### src/rtl/pack_bist_sequencer.sv
// BIST controller: holds the core in reset, drives LFSR stimulus, compresses outa..outd
// into a 16-bit MISR and compares against GOLDEN. Optional macro: CEN_RANDOM_EN.
module pack_bist_sequencer #(
  parameter int          RST_CYCLES   = 4,
  parameter int          RUN_CYCLES   = 256,
  parameter int          DRAIN_CYCLES = 2,
  parameter logic [15:0] LFSR_SEED    = 16'hACE1,
  parameter logic [15:0] GOLDEN       = 16'h0000
) (
  input  logic        clk,
  input  logic        rst,
  input  logic        start,
  input  logic        abort,
  output logic        core_rst,
  output logic        core_cen,
  output logic        core_ina,
  output logic        core_inb,
  input  logic        core_outa,
  input  logic        core_outb,
  input  logic        core_outc,
  input  logic        core_outd,
  output logic        busy,
  output logic        done,
  output logic        pass,
  output logic [15:0] signature
);

  localparam int MAX_A = (RST_CYCLES > RUN_CYCLES) ? RST_CYCLES : RUN_CYCLES;
  localparam int MAX_C = (MAX_A > DRAIN_CYCLES) ? MAX_A : DRAIN_CYCLES;
  localparam int CW    = $clog2(MAX_C + 1);

  typedef enum logic [2:0] {
    S_IDLE  = 3'd0,
    S_RESET = 3'd1,
    S_RUN   = 3'd2,
    S_DRAIN = 3'd3,
    S_DONE  = 3'd4
  } state_t;

  // Shared feedback for both the stimulus LFSR and the MISR (taps 16,14,13,11).
  function automatic logic tap_fb(input logic [15:0] v);
    return v[15] ^ v[13] ^ v[12] ^ v[10];
  endfunction

  state_t        state_r;
  logic [CW-1:0] cnt_r;
  logic [15:0]   lfsr_r;
  logic [15:0]   misr_r;

  logic [15:0]   lfsr_nxt_s;
  logic [15:0]   misr_nxt_s;
  logic          adv_s;
  logic          last_s;
  logic          cen_run_s;

  // Next LFSR/MISR values, advance qualifier and end-of-phase detection.
  always_comb begin
    lfsr_nxt_s = lfsr_r;
    misr_nxt_s = misr_r;
    adv_s      = 1'b0;
    last_s     = 1'b0;
    cen_run_s  = 1'b1;
    if (state_r == S_RUN) begin
      lfsr_nxt_s = {lfsr_r[14:0], tap_fb(lfsr_r)};
    end else begin
      lfsr_nxt_s = lfsr_r;
    end
`ifdef CEN_RANDOM_EN
    cen_run_s = lfsr_nxt_s[2];
`else
    cen_run_s = 1'b1;
`endif
    // core_cen is the registered enable the core actually sees this cycle.
    if (((state_r == S_RUN) || (state_r == S_DRAIN)) && core_cen) begin
      adv_s      = 1'b1;
      misr_nxt_s = {misr_r[14:0], tap_fb(misr_r)}
                 ^ {12'b0, core_outd, core_outc, core_outb, core_outa};
    end else begin
      adv_s      = 1'b0;
      misr_nxt_s = misr_r;
    end
    case (state_r)
      S_RESET: last_s = (cnt_r == CW'(RST_CYCLES - 1));
      S_RUN:   last_s = adv_s && (cnt_r == CW'(RUN_CYCLES - 1));
      S_DRAIN: last_s = (DRAIN_CYCLES > 0) && (cnt_r == CW'(DRAIN_CYCLES - 1));
      default: last_s = 1'b0;
    endcase
  end

  // Sequencer FSM with all outputs registered from the state being entered.
  always_ff @(posedge clk or negedge rst) begin
    if (!rst) begin
      state_r   <= S_IDLE;
      cnt_r     <= '0;
      lfsr_r    <= LFSR_SEED;
      misr_r    <= 16'h0000;
      core_rst  <= 1'b1;
      core_cen  <= 1'b0;
      core_ina  <= 1'b0;
      core_inb  <= 1'b0;
      busy      <= 1'b0;
      done      <= 1'b0;
      pass      <= 1'b0;
      signature <= 16'h0000;
    end else begin
      done   <= 1'b0;
      lfsr_r <= lfsr_nxt_s;
      misr_r <= misr_nxt_s;
      if (abort) begin
        state_r  <= S_IDLE;
        cnt_r    <= '0;
        core_rst <= 1'b1;
        core_cen <= 1'b0;
        core_ina <= 1'b0;
        core_inb <= 1'b0;
        busy     <= 1'b0;
        pass     <= 1'b0;
      end else begin
        case (state_r)
          S_IDLE: begin
            if (start) begin
              state_r <= S_RESET;
              cnt_r   <= '0;
              lfsr_r  <= LFSR_SEED;
              misr_r  <= 16'h0000;
              busy    <= 1'b1;
              pass    <= 1'b0;
            end
          end
          S_RESET: begin
            if (last_s) begin
              state_r  <= S_RUN;
              cnt_r    <= '0;
              core_rst <= 1'b0;
              core_cen <= cen_run_s;
              core_ina <= lfsr_nxt_s[0];
              core_inb <= lfsr_nxt_s[1];
            end else begin
              cnt_r <= cnt_r + CW'(1);
            end
          end
          S_RUN: begin
            if (last_s && (DRAIN_CYCLES == 0)) begin
              state_r   <= S_DONE;
              cnt_r     <= '0;
              core_rst  <= 1'b1;
              core_cen  <= 1'b0;
              core_ina  <= 1'b0;
              core_inb  <= 1'b0;
              busy      <= 1'b0;
              done      <= 1'b1;
              signature <= misr_nxt_s;
              pass      <= (misr_nxt_s == GOLDEN);
            end else if (last_s) begin
              state_r  <= S_DRAIN;
              cnt_r    <= '0;
              core_cen <= 1'b1;
              core_ina <= 1'b0;
              core_inb <= 1'b0;
            end else begin
              if (adv_s) begin
                cnt_r <= cnt_r + CW'(1);
              end
              core_cen <= cen_run_s;
              core_ina <= lfsr_nxt_s[0];
              core_inb <= lfsr_nxt_s[1];
            end
          end
          S_DRAIN: begin
            if (last_s) begin
              state_r   <= S_DONE;
              cnt_r     <= '0;
              core_rst  <= 1'b1;
              core_cen  <= 1'b0;
              busy      <= 1'b0;
              done      <= 1'b1;
              signature <= misr_nxt_s;
              pass      <= (misr_nxt_s == GOLDEN);
            end else begin
              cnt_r <= cnt_r + CW'(1);
            end
          end
          S_DONE: begin
            state_r <= S_IDLE;
            cnt_r   <= '0;
          end
          default: begin
            state_r  <= S_IDLE;
            cnt_r    <= '0;
            core_rst <= 1'b1;
            core_cen <= 1'b0;
            core_ina <= 1'b0;
            core_inb <= 1'b0;
            busy     <= 1'b0;
          end
        endcase
      end
    end
  end

endmodule

### config.mk
export PLATFORM = sky130hd
export DESIGN_NAME = pack_bist_sequencer
export DESIGN_NICKNAME = d
export VERILOG_FILES = /design/src/rtl/pack_bist_sequencer.sv
export SDC_FILE = /design/constraint.sdc
export NUM_CORES = 1
export LEC_CHECK = 0
export ABC_CLOCK_PERIOD_IN_PS = 2910
export CAP_MARGIN = 0
export CORE_MARGIN = 2
export CORE_UTILIZATION = 41
export DETAILED_ROUTE_END_ITERATION = 8
export PLACE_DENSITY = 0.67
export SLEW_MARGIN = 20
export SYNTH_ARGS = -nofsm -noshare
export SYNTH_HDL_FRONTEND = slang
export SYNTH_SLANG_ARGS = --single-unit
### constraint.sdc
create_clock -name clk -period 2.91 [get_ports clk]
set_input_delay 0.4365 -clock clk [delete_from_list [all_inputs] [get_ports clk]]
set_output_delay 0.4365 -clock clk [all_outputs]
set_load 0.005 [all_outputs]
==> results by group <==
Status
  • Status: finished clean

Power
  • Int Pwr: 1.50 mW
  • P_leak: 1.63 nW
  • Gate power share: 6.4%
  • Clock Power Share: 44.6%
  • Cell Pwr Density: 515 nW/um^2
  • Maximum VDD drop: 0.000263 V
  • Sw Ratio: 24.1%
  • Total Power: 1.97 mW
  • Sw power: 0.474 mW
  • Part of the power in registers: 49.0%

Clock network
  • Clk slew on worst S/H paths: 0.08 ns
  • CTS Buf Count: 9
  • Resize count post-CTS: 0
  • H-tree Lvls: 3
  • Clock net sink count: 67
  • Post-CTS Setup Bufs: 0
  • Worst skew pair latency: 0.35 ns
  • CTS tree: built
  • Clk root buf: clkbuf_8
  • Clk buf depth: 2
  • Hold-fix buffers, CTS: 0

Yosys
  • Synth area leader: dfrtp_1
  • Asr flop ratio synth: 100%
  • Primary FF master, synth: dfrtp_1
  • Syn Inst Count: 317
  • FF+latch count, synth: 67
  • Post-synth top area share: 45.0%
  • Sequential fraction of the synthesis area: 52.3%
  • Syn. warnings: 0
  • Number of synthesized flops with an enable pin: 0
  • Commonest cells post-synth: dfrtp_1, nand2_1, nor2_1, a21oi_1, mux2i_1
  • Dominant cells by area after synthesis: dfrtp_1, dfstp_2, mux2i_1
  • Avg Cell Area, Syn: 10.2 sq um
  • Yosys cell types: 56
  • Syn nets: 327
  • Post-synthesis cell area: 3230 sq um
  • Most numerous cell in the Yosys netlist: dfrtp_1

GRT
  • Pin count of the biggest net entering global routing: 68
  • Antenna violations before repair: 0
  • GRT Total Usage: 16.4%
  • Via count of the first global-routing pass: 2,334
  • Total congestion overflow: 0
  • Wire length of the first global-routing pass: 11,000 um

Place
  • Final HPWL DP: 4570 um
  • Port buffer count: 30
  • GPL Wtd Cong: 0.755
  • Placed insts: 440

Drt
  • Via count: 2,361
  • Iter 0 DRT Violations: 218
  • Drt pass-1 iters: 5
  • Antenna-violating nets left: 0
  • DR DRC count: 0
  • Drt wl/cell: 14.5 um
  • Routed wire length: 6600 um
  • Vias per inst: 5.18

Final layout
  • Layout area overhead: 18.4%
  • Fill count: 720
  • # diodes: 0
  • Fin nets: 359
  • Fin cells: 456
  • Share of cells above drive strength 1: 13.8%

Setup path
  • Critical path's most frequent cell: ha_1
  • Crit end category: flip-flop
  • WS Path Type: reg2reg
  • Max Fanout on Critical Path: 9
  • Reg2reg setup slack: 0.58 ns
  • Req. time, crit path: 3.15 ns
  • Crit-path cells: ha_1, and3_1, nand3_1, nor2_1, ha_1, a21oi_1, o221ai_4, nor2_2, mux2_2
  • Worst R2R Start: cnt_r[1]$_DFFE_PN0P_
  • Worst setup SP type: flip-flop
  • Crit path largest cell delay: 0.49 ns
  • CP delay by family, top: simple AND/OR/NAND/NOR gates
  • WP buf/inv: 0
  • FF-to-FF path depth: 9
  • Worst path arrival time: 2.57 ns
  • Reg2reg end: cnt_r[0]$_DFFE_PN0P_
  • Slowest-stage cell, CP: dfrtp_1

Run
  • Max Cap Viol: 0

Timing
  • Crit path time final: 2.33 ns
  • Setup violations, final: 0
  • Max_slew headroom: 44.7%
  • Achievable frequency: 429 MHz
  • Final Cycle Share: 80.2%
  • Max Transition Viols Final: 0
  • Fin. Hold Viols: 0
  • Setup Skew: 0.00930 ns
  • Setup TNS Final: 0 ns
  • RSZ-0062 raised after global routing: false
  • Worst-margin pin slew: 0.829 ns

Floorplanning
  • Row cnt: 32
  • Die height: 92.7 um
  • Initial Util: 42.0%
  • I/O pin total: 31
  • Die area: 8600 sq um
  • Die W: 92.7 um
  • Core Footprint: 7690 sq um

Min path
  • Worst min-delay path class: in2async
state kept, by name, summed over array words and instances, names as in the netlist:
| name | flops |
|---|---|
| busy | 1 |
| cnt_r | 9 |
| core_cen | 1 |
| core_ina | 1 |
| core_inb | 1 |
| core_rst | 1 |
| done | 1 |
| lfsr_r | 16 |
| misr_r | 16 |
| pass | 1 |
| signature | 16 |
| state_r | 3 |
worst max path at each step:
| stage | from | to | slack (ns) | cells past startpoint |
|---|---|---|---|---|
| floorplan | cnt_r[1]$_DFFE_PN0P_ | cnt_r[0]$_DFFE_PN0P_ | 0.84 | 9 |
| global placement | abort | cnt_r[6]$_DFFE_PN0P_ | 0.64 | 6 |
| detailed placement | abort | cnt_r[6]$_DFFE_PN0P_ | 0.58 | 6 |
| CTS | cnt_r[1]$_DFFE_PN0P_ | cnt_r[0]$_DFFE_PN0P_ | 0.59 | 9 |
| global route | cnt_r[1]$_DFFE_PN0P_ | cnt_r[0]$_DFFE_PN0P_ | 0.43 | 9 |
| finish | cnt_r[1]$_DFFE_PN0P_ | cnt_r[0]$_DFFE_PN0P_ | 0.58 | 9 |
logic make-up after synthesis:
family                     Yosys count  synth area share [%]
and+or+nand+nor                    135                  21.9
DFF                                 67                  52.3
AOI/OAI and AO/OA                   58                  11.6
buffers and inverters               24                  4.03
muxes                               19                  5.97
xor gates and xnor gates            12                  3.49
adders and majority gates            2                 0.775
stage by stage:
stage / cell area [sq um] / worst slack (ns) / hold WS (ns) / util [%]
after floorplan: 3230 / 0.845 / 0.141 / -
after global placement: 3600 / 0.636 / 0.470 / 46.8
after detailed placement: 3600 / 0.578 / 0.476 / 46.8
after CTS: 3820 / 0.588 / 0.296 / 49.7
after global routing: 3820 / 0.431 / 0.340 / 49.7
final: 3820 / 0.577 / 0.263 / 49.7
layout make-up:
| class | instances | area, sq um | area share [%] |
|---|---|---|---|
| inverters | 9 | 33.8 | 0.884 |
| multi-input cells | 226 | 1410 | 36.9 |
| well taps | 102 | 128 | 3.34 |
| clock inverters | 7 | 100 | 2.62 |
| clock buffers | 9 | 124 | 3.24 |
| flip-flops and latches | 67 | 1690 | 44.1 |
| repair buffers | 36 | 340 | 8.90 |
cell usage in the layout (no fill, tap or decap), types with 3 or more instances in the layout:
cell type,n
dfstp_2,9
o21ai_1,3
clkbuf_8,9
clkdlybuf4s50_1,29
mux2i_1,17
nor2_1,41
or3_1,3
nor3_1,5
or2_2,4
a21oi_1,29
nand3_1,9
o21ai_0,6
dfrtp_1,58
clkinvlp_4,3
o22ai_1,3
xnor2_1,10
inv_1,9
nor2b_1,3
buf_4,6
a22o_1,3
nand2_1,44
nand2b_1,4
metal layers:
layer / GRT usage (%) / wire length (um) / vias up / part of all wire, %
met5: 0 / 0 / - / 0
met4: 7.35 / 105 / 0 / 1.6
met3: 4.07 / 245 / 8 / 3.7
met2: 27.1 / 3260 / 45 / 49
met1: 20.4 / 2990 / 1157 / 45
li1: - / - / 1151 / -
power groups by stage:
| stage | clock network (mW) | registers [mW] | logic, mW |
|---|---|---|---|
| after floorplan | 0 | 0.979 | 0.0608 |
| after global placement | 0 | 0.983 | 0.125 |
| after detailed placement | 0 | 0.984 | 0.128 |
| after CTS | 0.892 | 0.966 | 0.129 |
| after global routing | 0.931 | 0.969 | 0.140 |
| final | 0.879 | 0.966 | 0.126 |
(Power assumes the default switching activity.)
